## config.mk

```make
export PLATFORM = sky130hd
export DESIGN_NAME = phy_reg_free_list
export DESIGN_NICKNAME = d
export VERILOG_FILES = /design/src/rtl/phy_reg_free_list.sv
export SDC_FILE = /design/constraint.sdc
export NUM_CORES = 1
export LEC_CHECK = 0
export CAP_MARGIN = 20
export CORE_MARGIN = 8
export CORE_UTILIZATION = 45
export DETAILED_ROUTE_END_ITERATION = 10
export PLACE_DENSITY_LB_ADDON = 0.15
export SYNTH_ARGS = -nofsm -noshare
export SYNTH_HDL_FRONTEND = slang
export SYNTH_SLANG_ARGS = --single-unit
```

## constraint.sdc

```tcl
create_clock -name clk -period 9.1 [get_ports clk]
set_clock_uncertainty 0.2 [all_clocks]
set_input_delay 1.82 -clock clk [delete_from_list [all_inputs] [get_ports clk]]
set_output_delay 1.82 -clock clk [all_outputs]
set_load 0.02 [all_outputs]
```

## src/rtl/phy_reg_free_list.sv

```systemverilog
// rtl/phy_reg_free_list.sv - rename-stage physical register free list
// Circular FIFO of free physical registers, seeded by an init sweep, drained by rename, refilled by commit.
module phy_reg_free_list #(
  parameter int PREG_NUM     = 64,
  parameter int LREG_NUM     = 32,
  parameter int RENAME_WIDTH = 2,
  parameter int COMMIT_WIDTH = 2,
  localparam int PREG_W      = $clog2(PREG_NUM),
  localparam int FREE_NUM    = PREG_NUM - LREG_NUM,
  localparam int CNT_W       = $clog2(FREE_NUM + 1)
) (
  input  logic                                   clk,
  input  logic                                   rst,
  input  logic                                   rstStart,
  input  logic [RENAME_WIDTH-1:0]                allocReq,
  output logic                                   allocatable,
  output logic [RENAME_WIDTH-1:0][PREG_W-1:0]    phyDstReg,
  input  logic [COMMIT_WIDTH-1:0]                releaseReg,
  input  logic [COMMIT_WIDTH-1:0][PREG_W-1:0]    phyReleasedReg,
  output logic [CNT_W-1:0]                       freeCount,
  output logic                                   initDone,
  output logic                                   errSticky
);

  localparam int PTR_W = (FREE_NUM > 1) ? $clog2(FREE_NUM) : 1;

  typedef enum logic [1:0] {S_WAIT, S_INIT, S_RUN} state_e;

  state_e            state_q, state_d;
  logic [PTR_W-1:0]  head_q, head_d;
  logic [PTR_W-1:0]  tail_q, tail_d;
  logic [PTR_W-1:0]  init_ptr_q, init_ptr_d;
  logic [CNT_W-1:0]  count_q, count_d;
  logic              err_q, err_d;
  logic [PREG_W-1:0] mem_q [FREE_NUM];
  logic [PREG_W-1:0] mem_d [FREE_NUM];

  // Compare-and-subtract wrap so FREE_NUM need not be a power of two.
  function automatic logic [PTR_W-1:0] ptr_add(input logic [PTR_W-1:0] p, input int k);
    int s;
    s = int'(p) + k;
    if (s >= FREE_NUM) s = s - FREE_NUM;
    return PTR_W'(s);
  endfunction

  always_ff @(posedge clk or negedge rst) begin
    if (!rst) begin
      state_q    <= S_WAIT;
      head_q     <= '0;
      tail_q     <= '0;
      init_ptr_q <= '0;
      count_q    <= '0;
      err_q      <= 1'b0;
    end else begin
      state_q    <= state_d;
      head_q     <= head_d;
      tail_q     <= tail_d;
      init_ptr_q <= init_ptr_d;
      count_q    <= count_d;
      err_q      <= err_d;
    end
  end

  always_ff @(posedge clk) begin
    mem_q <= mem_d;
  end

  always_comb begin
    state_d = state_q;
    case (state_q)
      S_WAIT:  if (rstStart) state_d = S_INIT;
      S_INIT:  if (init_ptr_q == PTR_W'(FREE_NUM - 1)) state_d = S_RUN;
      S_RUN:   if (rstStart) state_d = S_INIT;
      default: state_d = S_WAIT;
    endcase
  end

  // Grants are compacted: lane i takes the entry after those handed to lower requesting lanes.
  always_comb begin
    int k;
    k           = 0;
    initDone    = (state_q == S_RUN);
    allocatable = initDone && (int'(count_q) >= RENAME_WIDTH);
    freeCount   = count_q;
    for (int i = 0; i < RENAME_WIDTH; i++) begin
      phyDstReg[i] = initDone ? mem_q[ptr_add(head_q, k)] : '0;
      if (allocReq[i]) k = k + 1;
    end
  end

  always_comb begin
    int n_alloc;
    int n_rel;
    int cap;
    head_d     = head_q;
    tail_d     = tail_q;
    init_ptr_d = init_ptr_q;
    count_d    = count_q;
    err_d      = err_q;
    mem_d      = mem_q;
    n_alloc    = 0;
    n_rel      = 0;
    cap        = 0;

    if (|allocReq && !allocatable) err_d = 1'b1;

    case (state_q)
      S_INIT: begin
        mem_d[init_ptr_q] = PREG_W'(LREG_NUM + int'(init_ptr_q));
        if (init_ptr_q == PTR_W'(FREE_NUM - 1)) begin
          init_ptr_d = '0;
          head_d     = '0;
          tail_d     = '0;
          count_d    = CNT_W'(FREE_NUM);
        end else begin
          init_ptr_d = init_ptr_q + 1'b1;
        end
        if (|releaseReg) err_d = 1'b1;
      end
      S_RUN: begin
        if (rstStart) begin
          head_d     = '0;
          tail_d     = '0;
          count_d    = '0;
          init_ptr_d = '0;
        end else begin
          if (allocatable) begin
            for (int i = 0; i < RENAME_WIDTH; i++) begin
              if (allocReq[i]) n_alloc = n_alloc + 1;
            end
          end
          // Releases beyond the room left after this cycle's allocations are dropped in lane order.
          cap = FREE_NUM - int'(count_q) + n_alloc;
          for (int j = 0; j < COMMIT_WIDTH; j++) begin
            if (releaseReg[j]) begin
              if (n_rel < cap) begin
                mem_d[ptr_add(tail_q, n_rel)] = phyReleasedReg[j];
                n_rel = n_rel + 1;
              end else begin
                err_d = 1'b1;
              end
            end
          end
          head_d  = ptr_add(head_q, n_alloc);
          tail_d  = ptr_add(tail_q, n_rel);
          count_d = CNT_W'(int'(count_q) + n_rel - n_alloc);
        end
      end
      default: begin
        if (|releaseReg) err_d = 1'b1;
      end
    endcase
  end

  assign errSticky = err_q;

endmodule

```

==> results.md, run 1 <==
* Synthesized area at 17800 sq um
* Remaining DRCs at 0
* Yosys warns at 0
* Max Root-Sink Buffers at 3
* Seq cells post-synth at 216
* Initial core utilization at 45.8%
* Switch share at between 40% and 50%
* Fmax at 0.130 GHz
* Fin. max-slew vios at 0
* # IOs at 40
* Sw Pwr at 1.65 mW
* Crit path capture: mem_q[152]
* HPWL after detailed placement at between 40 and 50 mm
* Max cap viols at 0
* Grt ovf at 0
* Worst hold path class: reg -> reg
* Antenna-violating nets left at 0
* Resize count post-CTS at 0
* Post-CTS Setup Inserts at 0
* Routability congestion estimate from global placement at 0.974
* FF-to-FF End: mem_q[152]
* Critical Path Fanout Max at 8
* CTS tree: yes
* First-iteration detailed-routing DRC count at 2662
* Flop2flop setup slack at 2130 ps
* Syn Area/Cell at 9.99 sq um
* Pwr dens at 207 nW/um^2
* Reg2Reg Depth at 24
* Worst Setup End Kind: flip-flop
* CP Class: in -> reg
* Fin util at between 40 and 50%
* CTS HTree Levels at 1
* Total Nets Final at 1772
* Worst Max-Slew Pin Slew at between 1000 and 1500 ps
* Vias in the first global route at 15684
* Combinational power share at 38.6%
* Required time of the critical path at 9170 ps
* Async set or reset register ratio after synthesis at 11.1%
* Layout cells sized above 1 at 13.5%
* Via-to-Cell Ratio at 7.39
* Synthesized Nets at 1841
* Rows at 72
* P&R area growth vs syn at 8.46%
* Worst EP arrival at 7750 ps
* Die ar. at approximately 46000 sq um
* Post-synthesis sequential area ratio at between 30% and 40%
* Cells after Synth at 1779
* All-Layer GR Usage at 29.7%
* Die H at 215 um
* Most common cell after layout, fill and taps aside: o21ai_0
* Hold_buf cts at 0
* Worst-path clk slew at about 60 ps
* Distinct cell type count after synthesis at between 60 and 70
* Total CTS buffers at 28
* WL/cell at 31.8 um
* Post-layout min period at 7680 ps
* Clk pwr share at 26.6%
* Initial DRT Pass Iterations at 6
* Die X at 215 um
* Worst setup SP type: primary input
* Antenna violations before repair at 1
* Root buffer cell: clkbuf_16
* Number of synthesized flops with an enable pin at 192
* RSZ-0062 raised after global routing: false
* Pin count of the biggest net entering global routing at 111
* Clk_lat worst skew at approximately 570 ps
* Filler cell count at 3489
* Final Hold Viols at 0
* Max_slew headroom at 23.2%
* Top_reg_cell synth: edfxtp_1
* Core ar. at 38800 sq um
* RR Startpoint: freeCount[2]
* Worst setup path startpoint: allocReq[0]
* Final setup fails at 0
* Detailed-route via count at roughly 17000
* Leak at 6.34 nW
* Final WL at 71.4 mm
* Int Power at approximately 2.3 mW
* Peak supply drop at 0.000133 V
* Final Cycle Share at 84.4%
* First-pass GRT wire length at ~100 mm
* Setup TNS at 0 ps
* Clk sinks at about 220
* Status: finished clean
* Sequential power share at 34.8%
* Most frequent cells in the layout: o21ai_0, edfxtp_1, mux4_2
* Multi-input gate area at about 11000 sq um
* Sequential cell area at 6370 sq um
* Port bufs at 39
## layer usage
metal	routed length [um]	track usage, %	share of wire, %
met1	26800	38.5	38
met2	31100	44.5	44
met3	8960	7.95	13
met4	4520	16.8	6.3
met5	22	0	0.031
## power groups by stage
stage	Clock [mW]	Combinational, mW	Sequential [mW]
2_1_floorplan	0	0.956	1.34
3_3_place_gp	0	1.46	1.40
3_5_place_dp	0	1.48	1.40
4_1_cts	1.07	1.49	1.38
5_1_grt	1.10	1.62	1.40
6_report	1.06	1.54	1.39
## state kept, by name (all words and copies together) (netlist names)
name        count
tail_q          5
head_q          5
errSticky       1
freeCount       6
state_q         2
mem_q         192
init_ptr_q      5
## area by class of cell
type | count | share of cell area (%)
multi-input combinational | 1353 | 54.6
antenna | 1 | 0.0130
inverter | 22 | 0.442
clock buffer | 38 | 3.94
sequential | 216 | 33.1
tap | 518 | 3.36
timing repair buffer | 89 | 4.21
clock inverter | 10 | 0.351
## cells in the mapped netlist (all sizes together), types with 4 or more instances
cell type	count	share of area (%)
a211oi	114	4.8
a21boi	27	1.1
a21oi	97	2.7
a221oi	16	0.79
a22o	7	0.35
a31oi	7	0.25
a32oi	4	0.20
and2	13	0.47
and3	65	2.3
buf	47	1.8
clkbuf	141	3.0
dfrtp	24	3.4
edfxtp	192	32
fa	5	0.56
ha	38	2.7
inv	22	0.46
mux2i	67	3.8
mux4	120	15
nand2	68	1.5
nand2b	14	0.49
nand3	78	2.3
nand3b	4	0.17
nand4	17	0.60
nor2	71	1.5
nor2b	17	0.60
nor3	79	2.3
o21ai	230	6.5
o22ai	98	3.5
o311a	4	0.23
o31ai	14	0.59
or3	26	0.94
or4	4	0.19
xnor2	9	0.44
xor2	5	0.25
## metrics by stage
stage / area (sq um) / setup slack, ps / power, mW / hold slack (ps) / instances
6_report: 19300 / 1420 / 4.00 / 283 / 2247
3_5_place_dp: 18400 / 949 / 2.88 / 269 / 2195
5_1_grt: 19300 / 983 / 4.13 / 329 / 2246
2_1_floorplan: 17800 / 1890 / 2.30 / 312 / 1779
3_3_place_gp: 18400 / 1030 / 2.86 / 268 / 2194
4_1_cts: 19200 / 1510 / 3.94 / 282 / 2243
## worst min-delay path by stage
stage | startpoint | to | slack [ps] | cells after the start
global placement | errSticky | errSticky | 270 | 2
finish | errSticky | errSticky | 280 | 2
floorplan | init_ptr_q[3] | init_ptr_q[3] | 310 | 1
global route | errSticky | errSticky | 330 | 2
CTS | errSticky | errSticky | 280 | 2
detailed placement | errSticky | errSticky | 270 | 2
## critical path, cell delays in order
cell and delay (ps):
clkdlybuf4s50_1 550, inv_1 70, ha_1 270, and2_1 200, ha_1 220, fa_1 170, inv_1 60, or3_4 420
or3_1 320, ha_1 280, nand4_1 90, nor4_1 190, nand4_1 200, nor3_1 360, and3_2 270, nor2_1 90
ha_1 240, nand2_1 190, xor2_1 220, a22oi_1 150, nor2_1 610, nand3_1 390, o21ai_0 280, o22ai_1 90
## logic make-up after synthesis
family	share of synthesized area, %
AOI/OAI and AO/OA	22.1
buffers and inverters	5.20
muxes	19.0
xor gates and xnor gates	0.690
adders and majority gates	3.24
DFF	35.8
and+or+nand+nor	14.0
Note: power is estimated with default switching activity, not from simulation.
==> run 2: changes to the inputs <==
- clock period: 9.1 -> 7.17 ns (I/O delays scaled with it)
==> results.md, run 2 (same netlist as run 1, synthesis figures left out) <==
* Clk_lat worst skew at 570 ps
* Top Metal Used: met4
* Max Root-Sink Buffers at 3
* Leak at 6.62 nW
* Layout cells sized above 1 at 16.3%
* Final total power at 5.18 mW
* Total Nets Final at 1821
* Max reg flops at 192
* Required time of the critical path at 7330 ps
* Root buffer cell: clkbuf_16
* Rows at 72
* Resize count post-CTS at 0
* WL/cell at 31.0 um
* Critical Path Fanout Max at 8
* RR Startpoint: freeCount[2]
* Post-CTS Setup Inserts at 0
* Status: finished clean
* Worst EP arrival at 6880 ps
* P&R area growth vs syn at 11.0%
* Vias in the first global route at 15966
* Grt ovf at 0
* Post-layout min period at 6720 ps
* Max_slew headroom at 20.9%
* Port bufs at 39
* Detailed-route via count at 16841
* CTS HTree Levels at 1
* Total CTS buffers at 28
* Reg2Reg Depth at 23
* Slowest cell on crit path: clkdlybuf4s50_1
* Pwr dens at 263 nW/um^2
* Worst path max stage delay at 480 ps
* Core ar. at 38800 sq um
* Most frequent cells in the layout: o21ai_0, edfxtp_1, mux4_2
* Worst Setup End Kind: flip-flop
* First-pass GRT wire length at 105 mm
* Final Hold Viols at 0
* All-Layer GR Usage at between 20% and 30%
* Final WL at between 70 and 80 mm
* Worst-path clk slew at roughly 60 ps
* First-iteration detailed-routing DRC count at 2488
* DRT met1 WL at 26.3 mm
* Hold_sp: errSticky
* Filler cell count at roughly 3500
* Worst hold path class: reg -> reg
* Fin. max-slew vios at 0
* Metal2 WL at between 30 and 40 mm
* Top cell by count, worst path: ha_1
* # IOs at 40
* Hold_buf cts at 0
* RSZ-0062 raised after global routing: false
* Remaining DRCs at 0
* Antenna-violating nets left at 0
* Fmax at ~0.15 GHz
* Fin util at 50.8%
* Most common cell after layout, fill and taps aside: o21ai_0
* Max cap viols at 0
* Initial core utilization at 45.8%
* Die ar. at 46100 sq um
* Initial DRT Pass Iterations at 6
* CP Class: in -> reg
* CTS tree: yes
* Reg with most FFs: mem_q
* Worst Max-Slew Pin Slew at 1180 ps
* Via-to-Cell Ratio at about 7.3
* Routability congestion estimate from global placement at 0.964
* Clk sinks at 216
* Final setup fails at 0
* HPWL after detailed placement at 47.8 mm
* Pin count of the biggest net entering global routing at 93
* Final Cycle Share at between 90% and 100%
* Post-Place Cells at 2245
* Hold Crit Depth at 2
* Hold Path Sink: errSticky
* Die H at between 200 and 250 um
* FF-to-FF End: mem_q[21]
* Non-Filler Instances at between 2000 and 2500
* Met3 routed WL at between 9 and 10 mm
* Flop2flop setup slack at 650 ps
* Family with the most delay on the worst path: simple AND/OR/NAND/NOR gates
* Die X at 215 um
* Worst Path Buf+Inv at 4
* Worst setup SP type: primary input
* Antenna violations before repair at 3
* CP Cell Sequence: clkdlybuf4s50_1 -> inv_1 -> ha_1 -> and2_1 -> ha_1 -> fa_1 -> inv_1 -> or3_4 -> or3_1 -> ha_1 -> nand4_1 -> nor4_1 -> nand4_1 -> nor3_1 -> and3_2 -> nor2_1 -> ha_1 -> ha_1 -> or3_1 -> buf_4 -> nor3_1 -> nor2_1 -> a221oi_1
* Peak supply drop at 0.000190 V
-- run 2: how the worst max path moves through the flow --
stage | start | endpoint | slack (ps) | cells past startpoint
floorplan | allocReq[0] | mem_q[23] | 340 | 25
global placement | allocReq[0] | freeCount[5] | 100 | 30
detailed placement | allocReq[1] | freeCount[5] | -80 | 30
CTS | allocReq[0] | mem_q[47] | 500 | 24
global route | allocReq[0] | freeCount[5] | 10 | 30
finish | allocReq[0] | mem_q[21] | 450 | 23
-- run 2: through the flow --
stage	setup TNS, ps	setup WS [ps]	instance area, sq um	hold WS [ps]
6_report	0	449	19700	304
5_1_grt	0	13.0	19700	336
4_1_cts	0	496	19700	303
3_5_place_dp	-512	-83.2	18800	289
3_3_place_gp	0	96.4	18800	308
2_1_floorplan	0	341	17800	312
-- run 2: power by group --
part	internal, mW	switching, mW	total (mW)
clock network	0.847	0.586	1.43
logic	0.671	1.33	2.00
registers	1.57	0.179	1.75
-- run 2: final cells by class --
class	instances	area, sq um	area share [%]
clock inverters	13	119	0.603
diodes	2	5.00	0.0254
flip-flops and latches	216	6370	32.3
multi-input cells	1353	10500	53.3
repair buffers	138	1180	5.99
well taps	518	648	3.29
clock buffers	38	800	4.05
inverters	22	85.1	0.431
-- run 2: worst min-delay path, stage by stage, from the launching register on --
cell and delay (ps):
dfrtp_1 360, nor2_1 60, nand2_1 60
-- run 2: metal layers --
| layer | vias to the layer above | track usage, % |
|---|---|---|
| met5 | - | 0 |
| met4 | 0 | 15.9 |
| met3 | 316 | 7.51 |
| met2 | 1388 | 44.8 |
| met1 | 8033 | 39.2 |
| li1 | 7104 | - |
